==> config.mk <==
export PLATFORM = sky130hd
export DESIGN_NAME = multicycle_ctrl_flat
export DESIGN_NICKNAME = d
export VERILOG_FILES = /design/src/rtl/multicycle_ctrl_if.sv /design/src/rtl/multicycle_ctrl.sv /design/src/flat_wrapper.sv
export SDC_FILE = /design/constraint.sdc
export NUM_CORES = 1
export LEC_CHECK = 0
export CAP_MARGIN = 40
export CORE_MARGIN = 4
export CORE_UTILIZATION = 42
export DETAILED_ROUTE_END_ITERATION = 7
export PLACE_DENSITY = 0.73
export SETUP_SLACK_MARGIN = 0.3
export SLEW_MARGIN = 40
export SYNTH_ARGS = -nofsm -noshare
export SYNTH_HDL_FRONTEND = slang
export SYNTH_SLANG_ARGS = --single-unit
==> constraint.sdc <==
create_clock -name clk -period 5.12 [get_ports clk]
set_input_delay 1.024 -clock clk [delete_from_list [all_inputs] [get_ports clk]]
set_output_delay 1.024 -clock clk [all_outputs]
set_load 0.01 [all_outputs]
==> src/rtl/multicycle_ctrl_if.sv <==
// Control/handshake bundle between the multi-cycle controller and its datapath.
// The controller takes the master side; the datapath (or a bench) takes the slave side.
interface multicycle_ctrl_if #(
  parameter int CNT_W = 32
);
  logic [5:0]       opCode;
  logic [5:0]       Funct;
  logic             ALUZero;
  logic             mem_ready;
  logic             mem_req;
  logic             IRWrite;
  logic             PCWrite;
  logic [1:0]       PCSrc;
  logic             RegWrite;
  logic             RegDst;
  logic             ALUSrc;
  logic             MemWrite;
  logic             MemtoReg;
  logic             EXTop;
  logic             writeR31;
  logic [2:0]       ALUop;
  logic [2:0]       state;
  logic             illegal;
  logic             retire;
  logic [CNT_W-1:0] instr_cnt;

  modport master (
    input  opCode, Funct, ALUZero, mem_ready,
    output mem_req, IRWrite, PCWrite, PCSrc, RegWrite, RegDst, ALUSrc, MemWrite,
           MemtoReg, EXTop, writeR31, ALUop, state, illegal, retire, instr_cnt
  );

  modport slave (
    output opCode, Funct, ALUZero, mem_ready,
    input  mem_req, IRWrite, PCWrite, PCSrc, RegWrite, RegDst, ALUSrc, MemWrite,
           MemtoReg, EXTop, writeR31, ALUop, state, illegal, retire, instr_cnt
  );
endinterface

==> src/rtl/multicycle_ctrl.sv <==
// Multi-cycle CPU control FSM: fetch/decode/exec/mem/writeback sequencing with
// memory handshake stalls and a retired-instruction counter.
module multicycle_ctrl #(
  parameter int CNT_W          = 32,
  parameter bit ILLEGAL_AS_NOP = 1'b1
) (
  input  logic             clk,
  input  logic             reset,
  multicycle_ctrl_if.master bus
);
  localparam logic [2:0] FETCH  = 3'd0;
  localparam logic [2:0] DECODE = 3'd1;
  localparam logic [2:0] EXEC   = 3'd2;
  localparam logic [2:0] MEM    = 3'd3;
  localparam logic [2:0] WB     = 3'd4;
  localparam logic [2:0] HALT   = 3'd7;

  localparam logic [5:0] OP_RTYPE = 6'b000000;
  localparam logic [5:0] OP_ORI   = 6'b001101;
  localparam logic [5:0] OP_LUI   = 6'b001111;
  localparam logic [5:0] OP_LW    = 6'b100011;
  localparam logic [5:0] OP_SW    = 6'b101011;
  localparam logic [5:0] OP_BEQ   = 6'b000100;
  localparam logic [5:0] OP_J     = 6'b000010;
  localparam logic [5:0] OP_JAL   = 6'b000011;
  localparam logic [5:0] FN_ADDU  = 6'b100001;
  localparam logic [5:0] FN_SUBU  = 6'b100011;
  localparam logic [5:0] FN_SLL   = 6'b000000;
  localparam logic [5:0] FN_JR    = 6'b001000;

  localparam logic [2:0] ALU_ADD = 3'b000;
  localparam logic [2:0] ALU_SUB = 3'b001;
  localparam logic [2:0] ALU_OR  = 3'b010;
  localparam logic [2:0] ALU_LUI = 3'b011;
  localparam logic [2:0] ALU_SLL = 3'b100;

  localparam logic [CNT_W-1:0] CNT_ONE = {{(CNT_W-1){1'b0}}, 1'b1};

  logic [2:0]       stateReg, stateNext;
  logic [CNT_W-1:0] cntReg;

  logic isR, isAddu, isSubu, isSll, isJr, isRAlu;
  logic isOri, isLui, isLw, isSw, isBeq, isJ, isJal, isLegal;
  logic [2:0] rAluOp, immAluOp;

  assign isR      = (bus.opCode == OP_RTYPE);
  assign isAddu   = isR && (bus.Funct == FN_ADDU);
  assign isSubu   = isR && (bus.Funct == FN_SUBU);
  assign isSll    = isR && (bus.Funct == FN_SLL);
  assign isJr     = isR && (bus.Funct == FN_JR);
  assign isRAlu   = isAddu || isSubu || isSll;
  assign isOri    = (bus.opCode == OP_ORI);
  assign isLui    = (bus.opCode == OP_LUI);
  assign isLw     = (bus.opCode == OP_LW);
  assign isSw     = (bus.opCode == OP_SW);
  assign isBeq    = (bus.opCode == OP_BEQ);
  assign isJ      = (bus.opCode == OP_J);
  assign isJal    = (bus.opCode == OP_JAL);
  assign isLegal  = isRAlu || isJr || isOri || isLui || isLw || isSw || isBeq || isJ || isJal;
  assign rAluOp   = isSubu ? ALU_SUB : (isSll ? ALU_SLL : ALU_ADD);
  assign immAluOp = isOri ? ALU_OR : ALU_LUI;

  logic memReq, irWrite, pcWrite, regWrite, regDst, aluSrc, memWrite, memtoReg;
  logic extOp, wrR31, illegal, retire;
  logic [1:0] pcSrc;
  logic [2:0] aluOp;

  always_comb begin
    memReq    = 1'b0;
    irWrite   = 1'b0;
    pcWrite   = 1'b0;
    pcSrc     = 2'b00;
    regWrite  = 1'b0;
    regDst    = 1'b0;
    aluSrc    = 1'b0;
    memWrite  = 1'b0;
    memtoReg  = 1'b0;
    extOp     = 1'b0;
    wrR31     = 1'b0;
    aluOp     = ALU_ADD;
    illegal   = 1'b0;
    retire    = 1'b0;
    stateNext = stateReg;
    case (stateReg)
      FETCH: begin
        memReq = 1'b1;
        if (bus.mem_ready) begin
          irWrite   = 1'b1;
          pcWrite   = 1'b1;
          stateNext = DECODE;
        end
      end
      DECODE: begin
        if (isJ || isJal) begin
          pcWrite   = 1'b1;
          pcSrc     = 2'b10;
          regWrite  = isJal;
          wrR31     = isJal;
          retire    = 1'b1;
          stateNext = FETCH;
        end else if (isJr) begin
          pcWrite   = 1'b1;
          pcSrc     = 2'b11;
          retire    = 1'b1;
          stateNext = FETCH;
        end else if (!isLegal) begin
          illegal = 1'b1;
          if (ILLEGAL_AS_NOP) begin
            retire    = 1'b1;
            stateNext = FETCH;
          end else begin
            stateNext = HALT;
          end
        end else begin
          stateNext = EXEC;
        end
      end
      EXEC: begin
        if (isRAlu) begin
          aluOp     = rAluOp;
          stateNext = WB;
        end else if (isOri || isLui) begin
          aluOp     = immAluOp;
          aluSrc    = 1'b1;
          extOp     = 1'b1;
          stateNext = WB;
        end else if (isLw || isSw) begin
          aluSrc    = 1'b1;
          stateNext = MEM;
        end else begin
          // Only beq reaches here; branch resolves without a writeback.
          aluOp     = ALU_SUB;
          pcSrc     = 2'b01;
          pcWrite   = bus.ALUZero;
          retire    = 1'b1;
          stateNext = FETCH;
        end
      end
      MEM: begin
        memReq = 1'b1;
        aluSrc = 1'b1;
        if (bus.mem_ready) begin
          if (isSw) begin
            memWrite  = 1'b1;
            retire    = 1'b1;
            stateNext = FETCH;
          end else begin
            stateNext = WB;
          end
        end
      end
      WB: begin
        regWrite  = 1'b1;
        retire    = 1'b1;
        stateNext = FETCH;
        memtoReg  = isLw;
        regDst    = isRAlu;
        if (isOri || isLui) begin
          aluOp  = immAluOp;
          aluSrc = 1'b1;
          extOp  = 1'b1;
        end
      end
      HALT:    stateNext = HALT;
      default: stateNext = FETCH;
    endcase
    // Reset silences every control at once so an in-flight store cannot land.
    if (!reset) begin
      memReq   = 1'b0;
      irWrite  = 1'b0;
      pcWrite  = 1'b0;
      pcSrc    = 2'b00;
      regWrite = 1'b0;
      regDst   = 1'b0;
      aluSrc   = 1'b0;
      memWrite = 1'b0;
      memtoReg = 1'b0;
      extOp    = 1'b0;
      wrR31    = 1'b0;
      aluOp    = ALU_ADD;
      illegal  = 1'b0;
      retire   = 1'b0;
    end
  end

  always_ff @(posedge clk or negedge reset) begin
    if (!reset) begin
      stateReg <= FETCH;
      cntReg   <= '0;
    end else begin
      stateReg <= stateNext;
      if (retire) cntReg <= cntReg + CNT_ONE;
    end
  end

  assign bus.mem_req   = memReq;
  assign bus.IRWrite   = irWrite;
  assign bus.PCWrite   = pcWrite;
  assign bus.PCSrc     = pcSrc;
  assign bus.RegWrite  = regWrite;
  assign bus.RegDst    = regDst;
  assign bus.ALUSrc    = aluSrc;
  assign bus.MemWrite  = memWrite;
  assign bus.MemtoReg  = memtoReg;
  assign bus.EXTop     = extOp;
  assign bus.writeR31  = wrR31;
  assign bus.ALUop     = aluOp;
  assign bus.state     = stateReg;
  assign bus.illegal   = illegal;
  assign bus.retire    = retire;
  assign bus.instr_cnt = cntReg;
endmodule

==> src/flat_wrapper.sv <==
// flat-port wrapper written by rule: the top's interface ports become plain ports
module multicycle_ctrl_flat 
#(
  parameter int CNT_W          = 32,
  parameter bit ILLEGAL_AS_NOP = 1'b1
)
  (clk, reset, bus_opCode, bus_Funct, bus_ALUZero, bus_mem_ready, bus_mem_req, bus_IRWrite, bus_PCWrite, bus_PCSrc, bus_RegWrite, bus_RegDst, bus_ALUSrc, bus_MemWrite, bus_MemtoReg, bus_EXTop, bus_writeR31, bus_ALUop, bus_state, bus_illegal, bus_retire, bus_instr_cnt);
  multicycle_ctrl_if #(.CNT_W(CNT_W)) bus_i ();
  input  logic clk;
  input  logic reset;
  input wire logic [$bits(bus_i.opCode)-1:0] bus_opCode;
  input wire logic [$bits(bus_i.Funct)-1:0] bus_Funct;
  input wire logic [$bits(bus_i.ALUZero)-1:0] bus_ALUZero;
  input wire logic [$bits(bus_i.mem_ready)-1:0] bus_mem_ready;
  output wire logic [$bits(bus_i.mem_req)-1:0] bus_mem_req;
  output wire logic [$bits(bus_i.IRWrite)-1:0] bus_IRWrite;
  output wire logic [$bits(bus_i.PCWrite)-1:0] bus_PCWrite;
  output wire logic [$bits(bus_i.PCSrc)-1:0] bus_PCSrc;
  output wire logic [$bits(bus_i.RegWrite)-1:0] bus_RegWrite;
  output wire logic [$bits(bus_i.RegDst)-1:0] bus_RegDst;
  output wire logic [$bits(bus_i.ALUSrc)-1:0] bus_ALUSrc;
  output wire logic [$bits(bus_i.MemWrite)-1:0] bus_MemWrite;
  output wire logic [$bits(bus_i.MemtoReg)-1:0] bus_MemtoReg;
  output wire logic [$bits(bus_i.EXTop)-1:0] bus_EXTop;
  output wire logic [$bits(bus_i.writeR31)-1:0] bus_writeR31;
  output wire logic [$bits(bus_i.ALUop)-1:0] bus_ALUop;
  output wire logic [$bits(bus_i.state)-1:0] bus_state;
  output wire logic [$bits(bus_i.illegal)-1:0] bus_illegal;
  output wire logic [$bits(bus_i.retire)-1:0] bus_retire;
  output wire logic [$bits(bus_i.instr_cnt)-1:0] bus_instr_cnt;
  assign bus_i.opCode = bus_opCode;
  assign bus_i.Funct = bus_Funct;
  assign bus_i.ALUZero = bus_ALUZero;
  assign bus_i.mem_ready = bus_mem_ready;
  assign bus_mem_req = bus_i.mem_req;
  assign bus_IRWrite = bus_i.IRWrite;
  assign bus_PCWrite = bus_i.PCWrite;
  assign bus_PCSrc = bus_i.PCSrc;
  assign bus_RegWrite = bus_i.RegWrite;
  assign bus_RegDst = bus_i.RegDst;
  assign bus_ALUSrc = bus_i.ALUSrc;
  assign bus_MemWrite = bus_i.MemWrite;
  assign bus_MemtoReg = bus_i.MemtoReg;
  assign bus_EXTop = bus_i.EXTop;
  assign bus_writeR31 = bus_i.writeR31;
  assign bus_ALUop = bus_i.ALUop;
  assign bus_state = bus_i.state;
  assign bus_illegal = bus_i.illegal;
  assign bus_retire = bus_i.retire;
  assign bus_instr_cnt = bus_i.instr_cnt;
  multicycle_ctrl #(.CNT_W(CNT_W), .ILLEGAL_AS_NOP(ILLEGAL_AS_NOP)) u_core (.clk(clk), .reset(reset), .bus(bus_i));
endmodule
==> results.md <==
- Synth Area in Adders: 0.00582
- Max Slew Vio Count: 0
- Initial antenna violation count: 0
- H-tree Lvls: 2
- Tightest Pin Transition: 0.484 ns
- Cell area after synthesis: ~2100 um2
- Worst path slowest cell: or4_1
- Buffers added on ports: between 60 and 70
- Setup tns final: 0 ns
- First-pass GRT wire length: between 8 and 9 mm
- Vias in the first global route: roughly 1.8k
- Reg2reg path depth: 7
- Min-delay src: u_core.bus.instr_cnt[31]
- DP HPWL: ~4.0 mm
- Critical path depth in cells: 9
- Crit share post-route: 0.918
- Core footprint: slightly below 5000 um2
- Post-synthesis sequential area ratio: 0.407
- Min Tclk post-route: between 4 and 5 ns
- Synth Area in Simple Gates: 0.320
- Rows: 25
- Hold path cells: 1
- CTS tree: done
- Status: finished clean
- Cell variety after synth: 46
- Crit start category: primary input
- Core Util, Final: 0.605
- Final worst slack: between 0.4 and 0.5 ns
- Mapped Nets: around 250
- Multi-input logic area: roughly 1200 um2
- Largest net degree at the start of global routing: 34
- Initial Utilization: 0.443
- Share of cells above drive strength 1: 0.0604
- Fin Clk Skew: roughly 0.013 ns
- Worst VDD drop: 0.236 mV
- Vias per cell: around 5.3
- CTS Buf Count: 5
- Async SR Flop Fraction: 1.00
- Setup CP Type: in -> out
- Final nets: between 300 and 400
- CTS max path bufs: 2
- Worst reg2reg path endpoint: u_core.bus.instr_cnt[1]
- Most used cell, CP: clkdlybuf4s50_1
- Pre-CTS WS: about 0.42 ns
- Routed via count: around 1.9k
- Post-CTS Resized: 0
- Arr. time, crit path: about 3.7 ns
- GRT overflow: 0
- Residual DRC: 0
- CTS clock-pin slew for the worst setup and hold paths: 0.08 ns
- Crit path max fanout: 9
- Clock Sink Count: 35
- Post-synthesis mux area share: 0.00990
- Final hold viol count: 0
- Power Density: around 230 nW/um2
- Final Power: between 600 and 700 uW
- Crit. End Element: output port
- Syn_area_per_cell: about 9 um2
- Ant diodes: 0
- Compound-Gate Fraction of Synth Area: 0.0920
- Critical path's top delay family: simple AND/OR/NAND/NOR gates
- Setup violation total in the final timing report: 0
- GRT Total Usage: 0.173
- Top FF cell, synth: dfrtp_1
- Slew HR: 0.675
- Die Y: ~80 um
- Worst Hold Path EP: u_core.bus.instr_cnt[31]
- Max-Cap Viols: 0
- Drt total wl: 5.29 mm
- Worst path cell trace: clkdlybuf4s50_1, or4_1, or3_1, a21o_1, a21oi_1, nor4_1, nand2_1, o31ai_1, clkdlybuf4s50_1
- Fmax: ~0.21 GHz
- Initial DRC count: about 110
- Register-to-register setup slack: 2.75 ns
- Worst skew pair latency: 0.28 ns
- CTS Root Cell: clkbuf_8
- Leakage: approximately 1.2 nW
- Warnings, synthesis: 0
- Die W: just under 80 um
- Post-CTS setup buffer count: 0
- Placer Congestion: ~0.85
- HP Class: reg -> reg
- CP peak stage delay: between 0.6 and 0.7 ns
- Post-synth EDFFs: 0
- Worst path required time: ~4.1 ns
- Wire per inst: between 10 and 15 um
- XOR/XNOR Fraction of Synth Area: 0.130
- Largest family of logic cells by synthesized area: simple AND/OR/NAND/NOR gates
- Syn-to-layout area delta: 36.4%
- Post-route ant nets: 0
- RR Startpoint: u_core.bus.state[1]
- 1st-pass router iterations: 4
- # hold bufs at CTS: 0
- Post-synthesis cell count: between 200 and 250
- Storage cell area: roughly 880 um2
- # IOs: between 60 and 70
- CP bufs+invs: 2
- Die Area: around 6300 um2
- RSZ-0062 raised after global routing: no
- Number of synthesized register bits: 35
- # fillers: roughly 430
## metal layers
metal	up-vias	part of all wire	global-route usage
met4	0	0.0043	0.0395
met5	-	0	0
met3	4	0.080	0.0576
met2	69	0.43	0.254
li1	954	-	-
met1	910	0.48	0.245
## metrics by stage
step | cell area, um2 | hold WS, ns | std cells
floorplan | 2150 | 0.504 | 232
global placement | 2840 | 0.464 | 357
detailed placement | 2840 | 0.469 | 357
CTS | 2930 | 0.479 | 365
global route | 2930 | 0.495 | 365
finish | 2930 | 0.474 | 365
## Yosys cell counts, types with 6 or more instances
cell type  instances  area, um2
and3_1             8       50.1
dfrtp_1           35        876
nand2_1           24       90.1
nand2b_1           6       37.5
nand3_1           19       95.1
nand4_1           10       62.6
nor2_1            17       63.8
nor2b_1            7       43.8
nor3_1            10       50.1
xnor2_1           27        236
## cell families after synthesis
group                    Yosys count
AND/OR/NAND/NOR                  125
flip-flops                        35
XOR/XNOR                          32
AO/OA/AOI/OAI                     25
buffers and inverters             12
multiplexers                       2
adder cells (fa/ha/maj)            1
## worst max-delay path by stage
stage	start	end	slack, ns
after global placement	bus_opCode[0]	bus_ALUop[0]	0.49
after CTS	bus_opCode[3]	bus_ALUop[0]	0.41
after floorplan	bus_opCode[1]	bus_ALUop[0]	1.43
after detailed placement	bus_opCode[0]	bus_ALUop[0]	0.42
final	bus_opCode[0]	bus_ALUop[0]	0.42
after global routing	bus_opCode[0]	bus_ALUop[0]	0.31
## sequential cells by signal, indices dropped and copies added, names as in the netlist
name / count
u_core.bus.state: 3
u_core.bus.instr_cnt: 32
## power by group
group	switching [mW]	internal, mW
Combinational	0.0762	0.0908
Clock	0.0953	0.0950
Sequential	0.0306	0.301
Total	0.202	0.486
## layout by cell type, fill, tap and decap left out, drive strengths merged, types with 3 or more instances in the layout
| cell | instances |
|---|---|
| xor2 | 5 |
| o21ai | 6 |
| clkdlybuf4s50 | 65 |
| dfrtp | 35 |
| a21o | 3 |
| nand4 | 10 |
| nor2b | 7 |
| nand2b | 6 |
| clkbuf | 6 |
| buf | 3 |
| and3 | 8 |
| nand3b | 3 |
| or3 | 4 |
| nand2 | 24 |
| and4 | 3 |
| nor3 | 10 |
| a21oi | 6 |
| nor2 | 17 |
| o31ai | 3 |
| xnor2 | 27 |
| nand3 | 19 |
| nor4 | 5 |
## final cells by class
type | instances | area share
multi-input combinational | 185 | 0.409
clock buffer | 6 | 0.0248
sequential | 35 | 0.299
timing repair buffer | 69 | 0.233
clock inverter | 2 | 0.00427
tap | 67 | 0.0286
inverter | 1 | 0.00128
(Power assumes the default switching activity.)
